--- src/rtl/rect_fill_engine.sv ---
// Rectangle fill engine: on Start, fills one fixed RECT_W x RECT_H character slot
// one pixel per clock toward the VGA adapter, then pulses Done.
module rect_fill_engine #(
  parameter int unsigned              RECT_W   = 9,
  parameter int unsigned              RECT_H   = 5,
  parameter int unsigned              NUM_POS  = 4,
  parameter int unsigned              POS_W    = 2,
  parameter logic [NUM_POS*8-1:0]     X_TABLE  = {8'd132, 8'd78, 8'd24, 8'd6},
  parameter int unsigned              Y_BASE   = 102,
  parameter logic [2:0]               BG_COLOR = 3'b011,
  parameter int unsigned              X_MAX    = 159,
  parameter int unsigned              Y_MAX    = 119
) (
  input  logic             Clock,
  input  logic             Reset,
  input  logic             Start,
  input  logic [POS_W-1:0] PosSel,
  input  logic             Mode,
  input  logic [2:0]       ColorIn,
  output logic [7:0]       XOut,
  output logic [6:0]       YOut,
  output logic [2:0]       Color,
  output logic             Plot,
  output logic             Busy,
  output logic             Done
);

  localparam int unsigned XC_W = (RECT_W > 1) ? $clog2(RECT_W) : 1;
  localparam int unsigned YC_W = (RECT_H > 1) ? $clog2(RECT_H) : 1;
  localparam logic [POS_W:0]  NUM_POS_L = (POS_W+1)'(NUM_POS);
  localparam logic [XC_W-1:0] XC_LAST   = XC_W'(RECT_W - 1);
  localparam logic [YC_W-1:0] YC_LAST   = YC_W'(RECT_H - 1);

  typedef enum logic [1:0] {
    S_IDLE = 2'd0,
    S_FILL = 2'd1,
    S_DONE = 2'd2
  } state_t;

  state_t           r_state, w_state_nxt;
  logic [XC_W-1:0]  r_xc, w_xc_nxt;
  logic [YC_W-1:0]  r_yc, w_yc_nxt;
  logic [POS_W-1:0] r_slot, w_slot_nxt;
  logic             r_mode, w_mode_nxt;
  logic [2:0]       r_cin, w_cin_nxt;
  logic [7:0]       r_x, w_x_nxt;
  logic [6:0]       r_y, w_y_nxt;
  logic [2:0]       r_col, w_col_nxt;
  logic             r_plot, w_plot_nxt;
  logic             r_busy, w_busy_nxt;
  logic             r_done, w_done_nxt;

  logic [7:0]       w_base;
  logic [8:0]       w_px;
  logic [7:0]       w_py;
  logic             w_on_screen;
  logic             w_pos_ok;

  // Left-edge X of the latched slot
  always_comb begin
    w_base = '0;
    for (int i = 0; i < int'(NUM_POS); i++) begin
      if (r_slot == POS_W'(i)) w_base = X_TABLE[i*8 +: 8];
    end
  end

  assign w_px        = {1'b0, w_base} + 9'(r_xc);
  assign w_py        = 8'(Y_BASE) + 8'(r_yc);
  assign w_on_screen = (w_px <= 9'(X_MAX)) && (w_py <= 8'(Y_MAX));
  assign w_pos_ok    = ({1'b0, PosSel} < NUM_POS_L);

  always_ff @(posedge Clock) begin
    if (!Reset) begin
      r_state <= S_IDLE;
      r_xc    <= '0;
      r_yc    <= '0;
      r_slot  <= '0;
      r_mode  <= 1'b0;
      r_cin   <= '0;
      r_x     <= '0;
      r_y     <= '0;
      r_col   <= '0;
      r_plot  <= 1'b0;
      r_busy  <= 1'b0;
      r_done  <= 1'b0;
    end else begin
      r_state <= w_state_nxt;
      r_xc    <= w_xc_nxt;
      r_yc    <= w_yc_nxt;
      r_slot  <= w_slot_nxt;
      r_mode  <= w_mode_nxt;
      r_cin   <= w_cin_nxt;
      r_x     <= w_x_nxt;
      r_y     <= w_y_nxt;
      r_col   <= w_col_nxt;
      r_plot  <= w_plot_nxt;
      r_busy  <= w_busy_nxt;
      r_done  <= w_done_nxt;
    end
  end

  // Next state, scan counters and next output values
  always_comb begin
    w_state_nxt = r_state;
    w_xc_nxt    = r_xc;
    w_yc_nxt    = r_yc;
    w_slot_nxt  = r_slot;
    w_mode_nxt  = r_mode;
    w_cin_nxt   = r_cin;
    w_x_nxt     = r_x;
    w_y_nxt     = r_y;
    w_col_nxt   = r_col;
    w_plot_nxt  = 1'b0;
    w_busy_nxt  = 1'b0;
    w_done_nxt  = 1'b0;

    case (r_state)
      S_IDLE: begin
        if (Start) begin
          if (w_pos_ok) begin
            w_state_nxt = S_FILL;
            w_slot_nxt  = PosSel;
            w_mode_nxt  = Mode;
            w_cin_nxt   = ColorIn;
            w_xc_nxt    = '0;
            w_yc_nxt    = '0;
            w_busy_nxt  = 1'b1;
          end else begin
            w_state_nxt = S_DONE;
          end
        end
      end
      S_FILL: begin
        w_busy_nxt = 1'b1;
        w_x_nxt    = w_px[7:0];
        w_y_nxt    = w_py[6:0];
        w_col_nxt  = r_mode ? r_cin : BG_COLOR;
        w_plot_nxt = w_on_screen;
        // Row-major scan; leave after the bottom-right pixel
        if (r_xc == XC_LAST) begin
          w_xc_nxt = '0;
          if (r_yc == YC_LAST) begin
            w_state_nxt = S_DONE;
          end else begin
            w_yc_nxt = r_yc + YC_W'(1);
          end
        end else begin
          w_xc_nxt = r_xc + XC_W'(1);
        end
      end
      S_DONE: begin
        w_done_nxt  = 1'b1;
        w_state_nxt = S_IDLE;
      end
      default: begin
        w_state_nxt = S_IDLE;
      end
    endcase
  end

  assign XOut  = r_x;
  assign YOut  = r_y;
  assign Color = r_col;
  assign Plot  = r_plot;
  assign Busy  = r_busy;
  assign Done  = r_done;

endmodule

--- config.mk ---
export PLATFORM = sky130hd
export DESIGN_NAME = rect_fill_engine
export DESIGN_NICKNAME = d
export VERILOG_FILES = /design/src/rtl/rect_fill_engine.sv
export SDC_FILE = /design/constraint.sdc
export NUM_CORES = 1
export LEC_CHECK = 0
export BUFFER_PORTS_ARGS = -buffer_cell sky130_fd_sc_hd__buf_2
export CAP_MARGIN = 15
export CORE_UTILIZATION = 50
export DETAILED_ROUTE_END_ITERATION = 10
export PLACE_DENSITY_LB_ADDON = 0.05
export SLEW_MARGIN = 20
export SYNTH_ARGS = -nofsm -noshare
export SYNTH_HDL_FRONTEND = slang
export SYNTH_SLANG_ARGS = --single-unit
--- constraint.sdc ---
create_clock -name Clock -period 5.4 [get_ports Clock]
set_input_delay 0 -clock Clock [delete_from_list [all_inputs] [get_ports Clock]]
set_output_delay 0 -clock Clock [all_outputs]
set_load 0.005 [all_outputs]
==> metrics.yaml, run 1 <==
cts:
  tritoncts_sinks: 34
  clk_transition_reported_paths_ps: 100
  cts_resized: 0
  clk-insertion-delay-late_ps: 330
  cts_htree_levels: 2
  clock_tree_root_buffer_cell: "sky130_fd_sc_hd__clkbuf_4"
  cts_buffers: 5
  max-clock-path-buffers: 2
  clock_tree_from_tritoncts: "done"
  cts_setup_buffers: 0
detailed_routing:
  viasPerCell: 5.36
  dr.pass1.iters: 4
  route.detailed.wl_per_inst_um: 12.8
  routedLengthMet1_mm: 1.47
  detail_route.iter0.violations: 69
  vias: 1357
  detail_route.drc_violations: 0
  routed-wl-met2_mm: 1.55
  drt_wl_total_mm: 3.25
  ant_nets: 0
  wl_met3_um: 176
  dr.max_layer_used: "met4"
synthesis:
  synth.cell_area_sq_mm: 0.00159
  async_flop_share: 0
  postSynthRegisterBits: 34
  synth_edf_count: 0
  leading_register_cell_type_out_of_synthesis: "sky130_fd_sc_hd__dfxtp_1"
  ys_types: 43
  synth_seq_area_share: 0.428
  post_synth_inst_count: 176
  syn_avg_cell_area_sq_um: 9.04
  yosys_warnings: 0
  syn_nets: 197
power:
  power.combinational.fraction: 0.134
  p_leak_nw: 0.825
  ir_worst_vdd_mv: 0.197
  power-per-cell-area_mw_per_mm2: 258
  power.sequential.fraction: 0.564
  power.net_switching_mw: 0.127
  p_clk_frac: 0.302
  power.share.switching: 0.263
  p_int_mw: 0.356
worst_setup_path:
  critPathCaptureType: "flop"
  worst-setup-path-type: "flop to flop"
  worstPathCellList: "ha_1 > inv_1 > fa_1 > nand4_1 > or4b_1 > a41oi_2"
  timing.critical_path.slowest_cell_delay_ps: 560
  required_time_of_the_critical_path_ps: 5660
  slowest_stage: "sky130_fd_sc_hd__fa_1"
  cp_data_arrival_time_ps: 2420
  critical_path_peak_fanout: 5
  critical_path.startpoint_type: "flop"
die:
  cell_rows: 20
  die_area_sq_mm: 0.00341
  ioPinCount: 30
  die_w_um: 58.4
  floorplan.initialDensity: 0.525
  die-height_um: 58.4
  core_area_sq_mm: 0.00303
layout:
  areaGrowthSynthToFinish_pct: 17.7
  fin_area_sq_mm: 0.00187
  final_net_count: 229
  antenna-diode-count: 0
  layout-drive-gt1-share: 0.211
  fill_cells: 263
job:
  maxCapViolations: 0
timing:
  slew_viol_final: 0
  worst_hold_slack_ps: 57.2
  rsz0062_at_grt: "no"
  max_freq_mhz: 463
  post-route-period-util: 0.400
  timing_hold_violations_final: 0
  setup_violations: 0
  fin_worst_skew_ps: 4.76
  timing.slew.headroom: 0.531
  timing_worst_slew_pin_value_ps: 702
  min_period_ps: 2160
  fin_tns_setup_ps: 0
place:
  place_area_sq_mm: 0.00174
  io_buffer_count: 28
  detailed_place_hpwl_mm: 2.25
  finalWeightedCongestion: 0.788
outcome:
  run_status: "finished clean"
hold_path:
  timing.hold.worst.class: "primary input to flop"
global_route:
  track_usage: 0.222
  grt_max_degree: 29
  gr-total-overflow: 0
  grt_pass1_wl_mm: 5.73
  grt_pass1_vias: 1335
  initial_antenna_violation_count: 0
synth_stat cells, drive strengths merged (2+ instances only):
master | count | area, sq um
a21o | 2 | 16.3
nor3b | 3 | 22.5
inv | 12 | 45.0
nand2b | 2 | 12.5
nor2 | 17 | 63.8
nand4b | 2 | 17.5
a21oi | 12 | 60.1
or3 | 3 | 18.8
and3 | 3 | 20.0
clkbuf | 5 | 18.8
mux2i | 10 | 100
a211oi | 4 | 30.0
a41oi | 2 | 25.0
dfxtp | 34 | 681
nand2 | 19 | 71.3
ha | 11 | 138
buf | 7 | 40.0
nand3 | 6 | 30.0
nor3 | 3 | 15.0
power by group through the flow:
stage	Combinational [mW]	Clock (mW)	Sequential [mW]
after global routing	0.0738	0.165	0.273
after global placement	0.0595	0	0.276
final	0.0648	0.146	0.272
after floorplan	0.0443	0	0.275
after detailed placement	0.0610	0	0.277
after CTS	0.0652	0.150	0.272
sequential cells by signal, indices dropped and copies added, names as in the netlist:
name / flops
XOut: 8
YOut: 5
r_xc: 4
Color: 3
r_cin: 3
r_yc: 3
r_slot: 2
r_state: 2
Busy: 1
Done: 1
Plot: 1
r_mode: 1
critical path, delay by kind of cell (launching register included):
family / cells / cell delay, ps
adders and majority gates: 2 / 800
and+or+nand+nor: 2 / 600
DFF: 1 / 390
AOI/OAI and AO/OA: 1 / 180
buffers and inverters: 1 / 120
per-layer routing:
layer  global-route usage  vias up
met5                    0        -
met4               0.0986        0
met3               0.0747        4
met2                0.373       40
met1                0.256      641
li1                     -      672
cell type report:
class                      count  area (sq um)  share of cell area
multi-input combinational    118           806               0.430
sequential                    34           681               0.364
timing repair buffer          37           225               0.120
clock buffer                   7          55.1              0.0294
tap                           44          55.1              0.0294
inverter                      12          45.0              0.0241
clock inverter                 1          5.00             0.00267
worst paths after layout:
| kind | from | endpoint | slack, ps | cells after the start |
|---|---|---|---|---|
| worst max-delay path | r_slot[0] | Plot | 3240 | 6 |
| worst min register to register | Color[2] | Color[2] | 460 | 2 |
| worst min-delay path | Start | r_xc[3] | 60 | 3 |
| worst max register to register | r_slot[0] | Plot | 3240 | 6 |
stage by stage:
step	worst slack, ps	cells	utilization	power (mW)
2_1_floorplan	3400	176	-	0.319
3_3_place_gp	3340	238	0.575	0.336
5_1_grt	3040	253	0.618	0.512
3_5_place_dp	3260	238	0.575	0.338
6_report	3240	253	0.618	0.482
4_1_cts	3230	253	0.618	0.487
repair_timing:
action | 4_1_cts | 5_1_grt
endpoints found under the hold margin | 8 | 0
setup endpoints to repair | 0 | 0
hold buffers | 7 | 0
kinds of logic after synthesis:
kind of cell    share of synthesized area
fa+ha+maj                          0.0991
simple gates                        0.190
compound gates                      0.146
buf+inv                            0.0653
xor+xnor                          0.00551
other cells                       0.00236
flops                               0.428
mux                                0.0629
layout by cell type (no fill, tap or decap), types with 4 or more instances in the layout:
| master | Yosys | layout |
|---|---|---|
| sky130_fd_sc_hd__dfxtp_1 | 34 | 34 |
| sky130_fd_sc_hd__buf_2 | 5 | 28 |
| sky130_fd_sc_hd__nand2_1 | 19 | 19 |
| sky130_fd_sc_hd__nor2_1 | 17 | 17 |
| sky130_fd_sc_hd__a21oi_1 | 12 | 12 |
| sky130_fd_sc_hd__inv_1 | 11 | 11 |
| sky130_fd_sc_hd__ha_1 | 11 | 11 |
| sky130_fd_sc_hd__mux2i_1 | 10 | 10 |
| sky130_fd_sc_hd__dlygate4sd3_1 | 0 | 7 |
| sky130_fd_sc_hd__nand3_1 | 6 | 6 |
| sky130_fd_sc_hd__clkbuf_4 | 0 | 5 |
| sky130_fd_sc_hd__a211oi_1 | 4 | 4 |
Note: power is estimated with default switching activity, not from simulation.
==> run 2, diff against run 1 <==
--- a/config.mk
+++ b/config.mk
@@ -5,6 +5,7 @@
 export SDC_FILE = /design/constraint.sdc
 export NUM_CORES = 1
 export LEC_CHECK = 0
+export ABC_AREA = 1
 export BUFFER_PORTS_ARGS = -buffer_cell sky130_fd_sc_hd__buf_2
 export CAP_MARGIN = 15
 export CORE_UTILIZATION = 50
==> constraint.sdc (replaced) <==
create_clock -name Clock -period 1.99 [get_ports Clock]
set_input_delay 0 -clock Clock [delete_from_list [all_inputs] [get_ports Clock]]
set_output_delay 0 -clock Clock [all_outputs]
set_load 0.005 [all_outputs]
==> metrics.yaml, run 2 <==
power:
  power.combinational.fraction: 0.202
  power.share.switching: 0.314
  p_int_mw: 1.04
  power.net_switching_mw: 0.476
  power.sequential.fraction: 0.518
  p_leak_nw: 0.885
  power-per-cell-area_mw_per_mm2: 818
  p_clk_frac: 0.279
  ir_worst_vdd_mv: 0.472
global_route:
  met1_usage: 0.250
  grt_pass1_wl_mm: 5.33
  busiest_grt_layer: "met2"
  use_met2: 0.348
  grt_max_degree: 24
  track_usage: 0.211
  global_route.usage.met3: 0.0549
  initial_antenna_violation_count: 0
  grt_pass1_vias: 1248
  gr-total-overflow: 0
hold_path:
  timing.hold.worst.class: "primary input to flop"
worst_setup_path:
  required_time_of_the_critical_path_ps: 2240
  cp_data_arrival_time_ps: 2010
  worst-setup-path-type: "flop to flop"
  cp_top_family: "adder cells"
  critical_path_peak_fanout: 5
  critPathCaptureType: "flop"
  cp_num_buf_inv: 3
  worstPathCellList: "inv_1 > ha_1 > inv_1 > ha_1 > a21oi_1 > nand3_1 > nand3_1 > nand3_1 > nand2_1 > inv_1"
  critical_path.startpoint_type: "flop"
  slowest_stage: "sky130_fd_sc_hd__dfxtp_1"
  timing.critical_path.slowest_cell_delay_ps: 370
cts:
  clk_transition_reported_paths_ps: 110
  clk-insertion-delay-late_ps: 350
  clock_tree_root_buffer_cell: "sky130_fd_sc_hd__clkbuf_4"
  cts_resized: 0
  max-clock-path-buffers: 2
  cts_buffers: 5
  cts_htree_levels: 2
  cts_setup_buffers: 0
  tritoncts_sinks: 34
  clock_tree_from_tritoncts: "done"
timing:
  min_period_ps: 1750
  final.setup.worst_slack_ps: 236
  post-route-period-util: 0.881
  rsz0062_at_grt: "no"
  setup_violations: 0
  fin_worst_skew_ps: 7.74
  max_freq_mhz: 570
  slew_viol_final: 0
  timing_hold_violations_final: 0
  fin_tns_setup_ps: 0
synthesis:
  syn_avg_cell_area_sq_um: 8.05
  post_synth_inst_count: 197
  synth.largest_area_cell: "sky130_fd_sc_hd__dfxtp_1"
  synth_top_cells_by_count: "sky130_fd_sc_hd__dfxtp_1, sky130_fd_sc_hd__inv_1, sky130_fd_sc_hd__nand2_1, sky130_fd_sc_hd__nor2_1, sky130_fd_sc_hd__o21ai_0"
  ys_types: 30
  synth_seq_area_share: 0.429
  postSynthRegisterBits: 34
  yosys_warnings: 0
  async_flop_share: 0
  synth_most_common_cell: "sky130_fd_sc_hd__dfxtp_1"
  synth_edf_count: 0
  syn_nets: 218
  synth.cell_area_sq_mm: 0.00159
  ys_top_cells_by_area: "sky130_fd_sc_hd__dfxtp_1, sky130_fd_sc_hd__ha_1, sky130_fd_sc_hd__o21ai_0, sky130_fd_sc_hd__inv_1, sky130_fd_sc_hd__nand2_1"
  post-synth-top-area-fraction: 0.429
  leading_register_cell_type_out_of_synthesis: "sky130_fd_sc_hd__dfxtp_1"
place:
  io_buffer_count: 28
  finalWeightedCongestion: 0.860
  placement.setup.worst_slack_ps: 269
  place_area_sq_mm: 0.00173
  place.detailed.instances: 263
  detailed_place_hpwl_mm: 2.27
job:
  maxCapViolations: 0
layout:
  largest_reg_flops: 8
  final_standard_cell_count_with_taps_included_and_fillers_excluded: 277
  most_frequent_standard_cell_in_the_layout_excluding_fill_and_tap_cells: "sky130_fd_sc_hd__dfxtp_1"
  layout.cells.most_common_list: "sky130_fd_sc_hd__dfxtp_1, sky130_fd_sc_hd__buf_2, sky130_fd_sc_hd__inv_1, sky130_fd_sc_hd__nand2_1, sky130_fd_sc_hd__nor2_1"
  fin_area_sq_mm: 0.00185
  final_net_count: 253
  multi_input_comb_area_sq_um: 737
  antenna-diode-count: 0
  areaGrowthSynthToFinish_pct: 16.8
  layout.area.seq_sq_um: 681
  fill_cells: 291
  finalCoreUtilization: 0.612
  layout-drive-gt1-share: 0.219
die:
  die-height_um: 58.3
  core_area_sq_mm: 0.00303
  die_w_um: 58.3
  ioPinCount: 30
  die_area_sq_mm: 0.00340
  cell_rows: 20
  floorplan.initialDensity: 0.524
detailed_routing:
  viasPerCell: 4.90
  route.detailed.wl_per_inst_um: 11.4
  detail_route.drc_violations: 0
  detail_route.iter0.violations: 40
  vias: 1356
  ant_nets: 0
  dr.pass1.iters: 4
  drt_wl_total_mm: 3.16
outcome:
  run_status: "finished clean"
-- run 2: cell types whose count changed after synthesis, sizes merged, moves of 4 or more --
cell | previous run | this run
o21ai | 0 | 22
nand2 | 19 | 26
a211oi | 4 | 0
inv | 12 | 27
nand3 | 6 | 13
clkbuf | 5 | 1
mux2i | 10 | 0
nor2 | 17 | 28
-- run 2: cell type report --
type | count | share of cell area
clock buffer | 6 | 0.0277
inverter | 27 | 0.0547
timing repair buffer | 36 | 0.116
multi-input combinational | 128 | 0.398
sequential | 34 | 0.367
clock inverter | 2 | 0.00675
tap | 44 | 0.0297
-- run 2: cell families (layout without fill, tap and decap cells) --
kind of cell	after synthesis	count (layout)	synth area share
and+or+nand+nor	69	69	0.194
AOI/OAI and AO/OA	43	43	0.152
buffers and inverters	35	71	0.106
DFF	34	34	0.429
adders and majority gates	12	12	0.0994
xor gates and xnor gates	3	3	0.0166
other	1	1	0.00236
-- run 2: path summary, 6_finish.rpt --
path / from / end / slack (ps) / cells past startpoint
setup / recovery: r_slot[0] / Plot / 240 / 10
hold / removal: Start / r_state[0] / 70 / 5
setup reg to reg: r_slot[0] / Plot / 240 / 10
hold reg to reg: Color[0] / Color[0] / 470 / 2
-- run 2: what timing repair did --
action / 4_1_cts / 5_1_grt
hold buffers: 6 / 0
setup endpoints to repair: 0 / 0
endpoints found under the hold margin: 6 / 0
-- run 2: routing by layer --
metal,up-vias,part of all wire
met3,9,0.047
met1,609,0.45
met2,38,0.48
met5,-,0
li1,700,-
met4,0,0.021
-- run 2: through the flow --
step	total power [mW]	hold slack, ps
CTS	1.53	54.0
detailed placement	1.10	255
global route	1.61	79.4
global placement	1.09	249
finish	1.52	71.7
floorplan	1.02	138
-- run 2: worst reg2reg max path, delay by kind of cell (launching register included) --
kind            cells  cell delay (ps)
flops               1              370
buf+inv             3              160
compound gates      1              160
fa+ha+maj           2              610
simple gates        4              360
-- run 2: power groups by stage --
stage	Sequential (mW)	Clock, mW	Combinational [mW]
global route	0.795	0.465	0.352
CTS	0.787	0.436	0.309
global placement	0.799	0	0.294
detailed placement	0.802	0	0.299
floorplan	0.800	0	0.218
finish	0.786	0.424	0.307
==> run 3, diff against run 2 <==
--- a/config.mk
+++ b/config.mk
@@ -8,6 +8,8 @@
 export ABC_AREA = 1
 export BUFFER_PORTS_ARGS = -buffer_cell sky130_fd_sc_hd__buf_2
 export CAP_MARGIN = 15
+export CORE_ASPECT_RATIO = 0.9
+export CORE_MARGIN = 5
 export CORE_UTILIZATION = 50
 export DETAILED_ROUTE_END_ITERATION = 10
 export PLACE_DENSITY_LB_ADDON = 0.05
==> metrics.yaml, run 3 (synthesis gave the netlist of run 2 again) <==
worst_setup_path:
  slowest_stage: "sky130_fd_sc_hd__dfxtp_1"
  cp_data_arrival_time_ps: 1950
  required_time_of_the_critical_path_ps: 2240
  timing.critical_path.slowest_cell_delay_ps: 370
  critical_path_peak_fanout: 5
  reg2reg_from: "r_slot[0]"
  r2r_cells: 10
  worst_flop_to_flop_path_endpoint: "Plot"
  worstPathCellList: "inv_1 > ha_1 > inv_1 > ha_1 > a21oi_1 > nand3_1 > nand3_1 > nand3_1 > nand2_1 > inv_1"
  critical_path.startpoint_type: "flop"
  worst-setup-path-type: "flop to flop"
  regToRegSetupSlack_ps: 300
  critPathCaptureType: "flop"
timing:
  min_period_ps: 1690
  max_freq_mhz: 590
  setup_violations: 0
  timing_hold_violations_final: 0
  fin_worst_skew_ps: 8.33
  rsz0062_at_grt: "no"
  final.setup.worst_slack_ps: 296
  slew_viol_final: 0
  worst_hold_slack_ps: 77.2
  post-route-period-util: 0.851
  fin_tns_setup_ps: 0
cts:
  cts_hold_buf: 6
  clk-insertion-delay-late_ps: 340
  cts_setup_buffers: 0
  clock_tree_root_buffer_cell: "sky130_fd_sc_hd__clkbuf_4"
  cts_htree_levels: 2
  max-clock-path-buffers: 2
  cts_resized: 0
  cts_buffers: 5
  clk_transition_reported_paths_ps: 110
  clock_tree_from_tritoncts: "done"
  tritoncts_sinks: 34
detailed_routing:
  drt_wl_total_mm: 3.22
  vias: 1348
  routedLengthMet1_mm: 1.48
  wl_met3_um: 158
  dr.pass1.iters: 4
  dr.max_layer_used: "met4"
  viasPerCell: 4.92
  ant_nets: 0
  detail_route.drc_violations: 0
  detail_route.iter0.violations: 71
  routed-wl-met2_mm: 1.53
  route.detailed.wl_per_inst_um: 11.7
place:
  placement.setup.worst_slack_ps: 298
  place.detailed.instances: 260
  detailed_place_hpwl_mm: 2.33
  io_buffer_count: 28
  finalWeightedCongestion: 0.798
die:
  core_area_sq_mm: 0.00304
  die-height_um: 63.4
  die_area_sq_mm: 0.00440
  cell_rows: 19
  ioPinCount: 30
  floorplan.initialDensity: 0.521
  die_w_um: 69.4
power:
  power.share.switching: 0.309
  power.sequential.fraction: 0.522
  p_clk_frac: 0.274
  p_leak_nw: 0.880
  power-per-cell-area_mw_per_mm2: 815
  power.net_switching_mw: 0.465
  ir_worst_vdd_mv: 0.397
  power.combinational.fraction: 0.204
  p_total_mw: 1.50
  p_int_mw: 1.04
layout:
  final_standard_cell_count_with_taps_included_and_fillers_excluded: 274
  layout-drive-gt1-share: 0.216
  areaGrowthSynthToFinish_pct: 16.2
  antenna-diode-count: 0
  layout.cells.most_common_list: "sky130_fd_sc_hd__dfxtp_1, sky130_fd_sc_hd__buf_2, sky130_fd_sc_hd__inv_1, sky130_fd_sc_hd__nand2_1, sky130_fd_sc_hd__nor2_1"
  final_net_count: 252
  largest_reg_flops: 8
  most_frequent_standard_cell_in_the_layout_excluding_fill_and_tap_cells: "sky130_fd_sc_hd__dfxtp_1"
global_route:
  grt_pass1_wl_mm: 5.44
  gr-total-overflow: 0
  grt_pass1_vias: 1227
  grt_max_degree: 24
  track_usage: 0.156
  initial_antenna_violation_count: 0
hold_path:
  timing.hold.worst.class: "primary input to flop"
  min_from: "Reset"
  min_delay_path_depth: 3
  worstHoldEndpoint: "r_cin[0]"
job:
  maxCapViolations: 0
outcome:
  run_status: "finished clean"
[run 3: routing by layer]
| layer | track usage | vias to the layer above |
|---|---|---|
| met5 | 0 | - |
| met2 | 0.261 | 27 |
| li1 | - | 700 |
| met3 | 0.0429 | 6 |
| met4 | 0.0805 | 0 |
| met1 | 0.182 | 615 |
[run 3: layout make-up]
class / instances / area (sq um)
clock buffers: 6 / 51.3
clock inverters: 2 / 12.5
fillers: 296 / 1200
inverters: 27 / 101
multi-input cells: 128 / 737
flip-flops and latches: 34 / 681
well taps: 42 / 52.6
repair buffers: 35 / 208
[run 3: per-stage QoR]
step	util	area (sq um)
CTS	0.606	1840
detailed placement	0.565	1720
global placement	0.565	1720
global route	0.606	1840
finish	0.606	1840
floorplan	-	1590
[run 3: critical path: cells and delay by family (launching register included)]
family | cells | cell delay [ps]
and+or+nand+nor | 4 | 320
AOI/OAI and AO/OA | 1 | 150
adders and majority gates | 2 | 600
buffers and inverters | 3 | 160
DFF | 1 | 370
[run 3: worst max-delay path by stage]
stage / end / depth (start not counted) / startpoint / slack [ps]
2_1_floorplan: Plot / 10 / r_slot[1] / 430
3_3_place_gp: Plot / 10 / r_slot[0] / 370
3_5_place_dp: Plot / 10 / r_slot[0] / 300
4_1_cts: Plot / 10 / r_slot[0] / 290
5_1_grt: Plot / 12 / r_slot[0] / 160
6_report: Plot / 10 / r_slot[0] / 300
[run 3: power groups by stage]
stage          logic, mW  registers (mW)  clock network, mW
2_1_floorplan      0.218           0.800                  0
3_3_place_gp       0.293           0.799                  0
3_5_place_dp       0.300           0.801                  0
4_1_cts            0.310           0.786              0.423
5_1_grt            0.352           0.796              0.460
6_report           0.306           0.785              0.412
